[src/rtl/apb_logic_unit_pkg.sv]
// Shared types and constants for the APB logic unit: opcodes, register map,
// STATUS bit positions and FSM state encoding.
package apb_logic_unit_pkg;

  typedef enum logic [3:0] {
    OP_NONE = 4'd0,
    OP_AND  = 4'd1,
    OP_OR   = 4'd2,
    OP_XOR  = 4'd3,
    OP_NAND = 4'd4,
    OP_NOR  = 4'd5,
    OP_XNOR = 4'd6,
    OP_ADD  = 4'd7,
    OP_SUB  = 4'd8,
    OP_NOT  = 4'd9
  } opcode_e;

  localparam logic [4:0] OFF_OP_A   = 5'h00;
  localparam logic [4:0] OFF_OP_B   = 5'h04;
  localparam logic [4:0] OFF_RESULT = 5'h08;
  localparam logic [4:0] OFF_CTRL   = 5'h0C;
  localparam logic [4:0] OFF_STATUS = 5'h10;

  localparam int unsigned ST_BUSY_BIT  = 0;
  localparam int unsigned ST_DONE_BIT  = 1;
  localparam int unsigned ST_CARRY_BIT = 2;
  localparam int unsigned ST_OPERR_BIT = 3;

  localparam logic [1:0] S_IDLE = 2'd0;
  localparam logic [1:0] S_BUSY = 2'd1;
  localparam logic [1:0] S_DONE = 2'd2;

  typedef enum logic [1:0] {
    IDLE = S_IDLE,
    BUSY = S_BUSY,
    DONE = S_DONE
  } fsm_e;

  function automatic logic op_is_legal(input logic [3:0] op);
    return (op >= OP_AND) && (op <= OP_NOT);
  endfunction

  function automatic logic [2:0] reg_index(input logic [4:0] off);
    return off[4:2];
  endfunction

endpackage

[src/rtl/apb_logic_unit_core.sv]
// Combinational evaluation of one opcode over two operands; result wraps
// modulo 2^DATA_W, carry is ADD carry-out or SUB borrow.
module apb_logic_unit_core
  import apb_logic_unit_pkg::*;
#(
  parameter int unsigned DATA_W = 32
) (
  input  logic [3:0]        opcode,
  input  logic [DATA_W-1:0] op_a,
  input  logic [DATA_W-1:0] op_b,
  output logic [DATA_W-1:0] result,
  output logic              carry
);

  logic [DATA_W:0] sum;
  logic [DATA_W:0] diff;

  assign sum  = {1'b0, op_a} + {1'b0, op_b};
  // The extra top bit of the widened subtraction is the borrow.
  assign diff = {1'b0, op_a} - {1'b0, op_b};

  always_comb begin
    result = '0;
    carry  = 1'b0;
    case (opcode)
      OP_AND:  result = op_a & op_b;
      OP_OR:   result = op_a | op_b;
      OP_XOR:  result = op_a ^ op_b;
      OP_NAND: result = ~(op_a & op_b);
      OP_NOR:  result = ~(op_a | op_b);
      OP_XNOR: result = ~(op_a ^ op_b);
      OP_ADD: begin
        result = sum[DATA_W-1:0];
        carry  = sum[DATA_W];
      end
      OP_SUB: begin
        result = diff[DATA_W-1:0];
        carry  = diff[DATA_W];
      end
      OP_NOT:  result = ~op_a;
      default: ;
    endcase
  end

endmodule

[src/rtl/apb_logic_unit.sv]
// APB slave wrapping the logic core: register map, error decode, busy/done
// FSM with a latency counter, and PREADY stalls on early RESULT reads.
module apb_logic_unit
  import apb_logic_unit_pkg::*;
#(
  parameter int unsigned DATA_W  = 32,
  parameter int unsigned ADDR_W  = 32,
  parameter int unsigned LATENCY = 2
) (
  input  logic              PCLK,
  input  logic              PRESET,
  input  logic              PSEL,
  input  logic              PENABLE,
  input  logic              PWRITE,
  input  logic [ADDR_W-1:0] PADDR,
  input  logic [DATA_W-1:0] PWDATA,
  output logic [DATA_W-1:0] PRDATA,
  output logic              PREADY,
  output logic              PSLVERR
);

  localparam int unsigned     CNT_W    = (LATENCY > 1) ? $clog2(LATENCY) : 1;
  localparam logic [CNT_W-1:0] CNT_LOAD = CNT_W'(LATENCY - 1);

  fsm_e              state;
  logic [DATA_W-1:0] op_a, op_b, result;
  logic [DATA_W-1:0] lat_a, lat_b;
  logic [3:0]        ctrl_op;
  logic              carry, op_err;
  logic [CNT_W-1:0]  cnt;

  logic [DATA_W-1:0] core_res;
  logic              core_carry;

  logic              access, upper_zero, addr_ok, stall, commit, wr, rd;
  logic [2:0]        reg_idx;
  logic              sel_op_a, sel_op_b, sel_result, sel_ctrl, sel_status;
  logic              new_op_legal, err, start, set_op_err;
  logic [DATA_W-1:0] rdata, status_word;
  logic              unused_addr_lsb;

  assign unused_addr_lsb = ^PADDR[1:0];

  assign access     = PSEL & PENABLE;
  assign upper_zero = (PADDR >> 5) == '0;
  assign reg_idx    = PADDR[4:2];
  assign addr_ok    = upper_zero && (reg_idx <= reg_index(OFF_STATUS));

  assign sel_op_a   = addr_ok && (reg_idx == reg_index(OFF_OP_A));
  assign sel_op_b   = addr_ok && (reg_idx == reg_index(OFF_OP_B));
  assign sel_result = addr_ok && (reg_idx == reg_index(OFF_RESULT));
  assign sel_ctrl   = addr_ok && (reg_idx == reg_index(OFF_CTRL));
  assign sel_status = addr_ok && (reg_idx == reg_index(OFF_STATUS));

  assign stall   = access && !PWRITE && sel_result && (state == BUSY);
  assign PREADY  = !stall;
  assign commit  = access && !stall;
  assign wr      = commit && PWRITE;
  assign rd      = commit && !PWRITE;

  assign new_op_legal = op_is_legal(PWDATA[3:0]);

  always_comb begin
    err = 1'b0;
    if (!addr_ok)
      err = 1'b1;
    else if (PWRITE && (sel_result || sel_status))
      err = 1'b1;
    else if (PWRITE && sel_ctrl && ((state == BUSY) || !new_op_legal))
      err = 1'b1;
  end

  assign PSLVERR    = commit && err;
  assign start      = wr && sel_ctrl && (state != BUSY) && new_op_legal;
  // A CTRL write rejected for being busy leaves op_err alone; only a bad opcode flags it.
  assign set_op_err = wr && sel_ctrl && (state != BUSY) && !new_op_legal;

  always_comb begin
    status_word               = '0;
    status_word[ST_BUSY_BIT]  = (state == BUSY);
    status_word[ST_DONE_BIT]  = (state == DONE);
    status_word[ST_CARRY_BIT] = carry;
    status_word[ST_OPERR_BIT] = op_err;
  end

  always_comb begin
    rdata = '0;
    if (sel_op_a)
      rdata = op_a;
    else if (sel_op_b)
      rdata = op_b;
    else if (sel_result)
      rdata = result;
    else if (sel_ctrl)
      rdata[3:0] = ctrl_op;
    else if (sel_status)
      rdata = status_word;
  end

  assign PRDATA = rd ? rdata : '0;

  apb_logic_unit_core #(
    .DATA_W(DATA_W)
  ) u_core (
    .opcode(ctrl_op),
    .op_a  (lat_a),
    .op_b  (lat_b),
    .result(core_res),
    .carry (core_carry)
  );

  always_ff @(posedge PCLK or negedge PRESET) begin
    if (!PRESET) begin
      state   <= IDLE;
      op_a    <= '0;
      op_b    <= '0;
      result  <= '0;
      lat_a   <= '0;
      lat_b   <= '0;
      ctrl_op <= '0;
      carry   <= 1'b0;
      op_err  <= 1'b0;
      cnt     <= '0;
    end else begin
      if (wr && sel_op_a)
        op_a <= PWDATA;
      if (wr && sel_op_b)
        op_b <= PWDATA;
      if (set_op_err)
        op_err <= 1'b1;

      case (state)
        IDLE, DONE: begin
          if (start) begin
            ctrl_op <= PWDATA[3:0];
            lat_a   <= op_a;
            lat_b   <= op_b;
            cnt     <= CNT_LOAD;
            carry   <= 1'b0;
            op_err  <= 1'b0;
            state   <= BUSY;
          end
        end
        BUSY: begin
          if (cnt == '0) begin
            result <= core_res;
            carry  <= core_carry;
            state  <= DONE;
          end else begin
            cnt <= cnt - 1'b1;
          end
        end
        default: state <= IDLE;
      endcase
    end
  end

endmodule
[config.mk]
export PLATFORM = sky130hd
export DESIGN_NAME = apb_logic_unit
export DESIGN_NICKNAME = d
export VERILOG_FILES = /design/src/rtl/apb_logic_unit_pkg.sv /design/src/rtl/apb_logic_unit_core.sv /design/src/rtl/apb_logic_unit.sv
export SDC_FILE = /design/constraint.sdc
export NUM_CORES = 1
export LEC_CHECK = 0
export ABC_AREA = 1
export BUFFER_PORTS_ARGS = -buffer_cell sky130_fd_sc_hd__buf_2
export CORE_MARGIN = 2
export CORE_UTILIZATION = 68
export DETAILED_ROUTE_END_ITERATION = 10
export PLACE_DENSITY = 0.89
export REMOVE_ABC_BUFFERS = 1
export SYNTH_ARGS = -nofsm -noshare
export SYNTH_HDL_FRONTEND = slang
export SYNTH_HIERARCHICAL = 1
export SYNTH_SLANG_ARGS = --single-unit
[constraint.sdc]
create_clock -name PCLK -period 6.8 [get_ports PCLK]
set_clock_uncertainty 0.1 [all_clocks]
set_input_delay 1.02 -clock PCLK [delete_from_list [all_inputs] [get_ports PCLK]]
set_output_delay 1.02 -clock PCLK [all_outputs]
set_load 0.005 [all_outputs]
==> qor.txt <==
Syn Std Cell Area: 0.0151 mm^2
Antenna viol nets, final: 0
Slowest cell on crit path: inv_2
Ant diodes: 0
Layout Cells excl Fill: 2,719
Yosys cell types: 48
Hold WC Path Type: reg -> reg
Clock Tree Buf Depth: 2
Nets@finish: 2,609
Int Pwr: 1550 uW
R2R Setup Slk: 3.86 ns
Post-synth ARST share: 1.00
Fmax: 0.222 GHz
Final period util: 0.663
Setup bufs post-CTS: 0
Hold-fix buffers, CTS: 0
Clock transition at path regs: 0.07 ns
CP endpoint kind: output port
Die extent in x: 153 um
Setup slack after layout: 2.29 ns
GPL Wtd Cong: 1.06
Pwr dens: 129 mW/mm^2
Chip height: 153 um
Clock power share: 0.480
Largest net degree at the start of global routing: 112
Clock root buffer master: clkbuf_16
Maximum fanout along the worst path: 29
Cell row count: 54
Via count: 16,900
Min-Delay Path Depth: 2
CTS buffer count: 17
Clk Latency, worst-skew pair: 0.44 ns
Sw frac: 0.250
Vias in the first global route: 15,600
Seq pwr share: 0.485
CP max stage delay: 0.55 ns
Failing checks: design-rule violations
Status: finished with violations
Number of synthesized flops with an enable pin: 0
Core ar.: 0.0218 mm^2
DRC Markers: 1
Critical path's most frequent cell: nand2_1
Req. time, crit path: 5.68 ns
Clk sinks: 169
VDD IR max: 0.178 mV
Reg2reg path depth: 13
Fin. Hold Viols: 0
Final setup TNS: 0 ns
Tmin final: 4.51 ns
Setup violations, final: 0
Initial antenna violation count: 0
Buf/Inv on CP: 3
Top_reg_cell synth: dfrtp_1
Critical path launch point type: input pin
Post-CTS sizing: 0
MaxCap Viol Count: 0
FF-to-FF End: result[28]$_DFFE_PN0P_
Hold Path Sink: result[25]$_DFFE_PN0P_
Slew margin rel.: 0.152
Min-delay src: result[25]$_DFFE_PN0P_
Total power: 2070 uW
Yosys warns: 6
Cell chain of the critical path: buf_2 > nor2_1 > nand2_1 > nor2_1 > nand2_1 > nor2_4 > nand2_1 > inv_2 > a21oi_1 > a21oi_1 > buf_2
CP top delay family: simple AND/OR/NAND/NOR gates
I/O Buffers: 100
Proportion of layout cells with a drive suffix above 1: 0.0824
Dpl hpwl: 36.0 mm
Reg-to-Reg Start: lat_a[20]$_DFFE_PN0P_
DR WL/cell: 18.8 um
Crit path DAT: 3.39 ns
Full die area: 0.0235 mm^2
Grt total ovfl: 0
Register area share after synthesis: 0.279
Global-route wire length before repair: 81.0 mm
Io pins: 103
Post-synthesis average cell area: 6.30 um^2
Max Slew Vio Count: 0
Initial core utilization: 0.694
Placed Cells: 2,687
Setup CP Type: in -> out
Leakage: 0.00860 uW
Dpl ws: 2.42 ns
Gate count of the mapped netlist: 2,406
Final core occ: 0.737
CTS H-tree depth: 4
Combinational Power Share: 0.035
Net Sw Power: 517 uW
#FFs+latches synth: 169
Iteration count of the initial detailed-routing pass: 11
CTS tree: yes
Vias/cell: 6.22
Gr usage total: 0.433
Syn-to-layout area delta: 6.21%
Total Wirelength: 51.2 mm
RSZ-0062 raised after global routing: no
1st-iter DRT viols: 2,800
Worst Max-Slew Pin Slew: 1.27 ns
-- stage by stage --
stage	hold slack, ns	cell area, um^2
after floorplan	0.342	14500
after global placement	0.356	15500
after detailed placement	0.362	15500
after CTS	0.380	16100
after global routing	0.396	16100
final	0.378	16100
-- power groups by stage --
stage | clock, uW | combinational (uW) | sequential [uW]
floorplan | 0 | 21.6 | 1020
global placement | 0 | 68.8 | 1020
detailed placement | 0 | 70.7 | 1020
CTS | 985 | 71.7 | 1000
global route | 1020 | 81.2 | 1000
finish | 995 | 72.0 | 1000
-- cell type report --
| cell class | count | area, um^2 |
|---|---|---|
| Timing Repair Buffer | 110 | 582 |
| Clock inverter | 15 | 175 |
| Multi-Input combinational cell | 1737 | 8860 |
| Inverter | 391 | 1470 |
| Clock buffer | 17 | 425 |
| Tap cell | 280 | 350 |
| Fill cell | 1769 | 5730 |
| Sequential cell | 169 | 4230 |
-- layout by cell type, fill, tap and decap left out, types with 28 or more instances in the layout --
master	instances
o21ai_0	110
a21oi_1	112
inv_1	377
dfrtp_1	169
buf_2	99
nor2_1	142
nand2_1	788
nand3_1	196
o21ai_1	66
ha_1	112
o22ai_1	28
nand4_1	53
-- state kept, by name, summed over array words and instances (netlist names), named ones only --
register,flops
op_a,32
result,32
op_b,32
carry,1
ctrl_op,4
cnt,1
state,2
lat_a,32
lat_b,32
-- worst reg2reg max path: cells and delay by family, from the launching register on --
kind / cells / cell delay [ns]
buffers and inverters: 1 / 0.09
flip-flops: 1 / 0.57
AND/OR/NAND/NOR: 11 / 1.57
adder cells (fa/ha/maj): 1 / 0.50
-- cell families after synthesis --
| family | after synthesis | synth area share |
|---|---|---|
| adder cells (fa/ha/maj) | 114 | 0.0952 |
| flip-flops | 169 | 0.279 |
| buffers and inverters | 500 | 0.137 |
| AO/OA/AOI/OAI | 371 | 0.139 |
| AND/OR/NAND/NOR | 1252 | 0.350 |
-- worst max-delay path by stage --
stage	start	endpoint	slack, ns	cells past startpoint
after CTS	PADDR[11]	PRDATA[9]	2.44	11
after global placement	PADDR[11]	PRDATA[9]	2.52	11
after global routing	PADDR[11]	PRDATA[9]	2.10	11
after detailed placement	PADDR[11]	lat_a[8]$_DFFE_PN0P_	2.42	13
after floorplan	PADDR[6]	ctrl_op[0]$_DFFE_PN0P_	1.76	9
final	PADDR[8]	PRDATA[9]	2.29	11
-- cell usage after synthesis (2+ instances only) --
cell,instances,area (um^2)
nand3_2,4,40.0
fa_1,2,40.0
buf_6,8,90.1
nor4_1,4,25.0
inv_2,13,48.8
a21oi_1,112,561
o2111ai_1,3,26.3
a221oi_1,5,43.8
nand3_1,196,981
dfrtp_1,169,4230
o21bai_1,7,52.6
o22ai_1,28,175
ha_1,112,1400
nor2_4,2,22.5
nor2_2,7,43.8
nand2_4,3,33.8
a21oi_2,2,17.5
a211oi_1,4,30.0
buf_4,20,150
nor2_1,143,537
o221ai_1,19,166
o21ai_0,110,551
clkbuf_1,30,113
nand2_1,789,2960
and2_1,2,12.5
buf_2,49,245
nor3_2,2,20.0
nand4_1,53,332
nand2_2,14,87.6
a32oi_1,2,17.5
and3_1,2,12.5
nor3_1,27,135
o21ai_1,66,330
o211ai_1,7,52.6
inv_1,377,1420
-- layer usage --
metal  global-route usage  part of all wire  routed length [um]
met1                0.582              0.38               19200
met2                0.650              0.42               21500
met3                0.130              0.16                8060
met4                0.186             0.046                2340
met5                    0                 0                   0
Power figures use the tool's default switching activity.
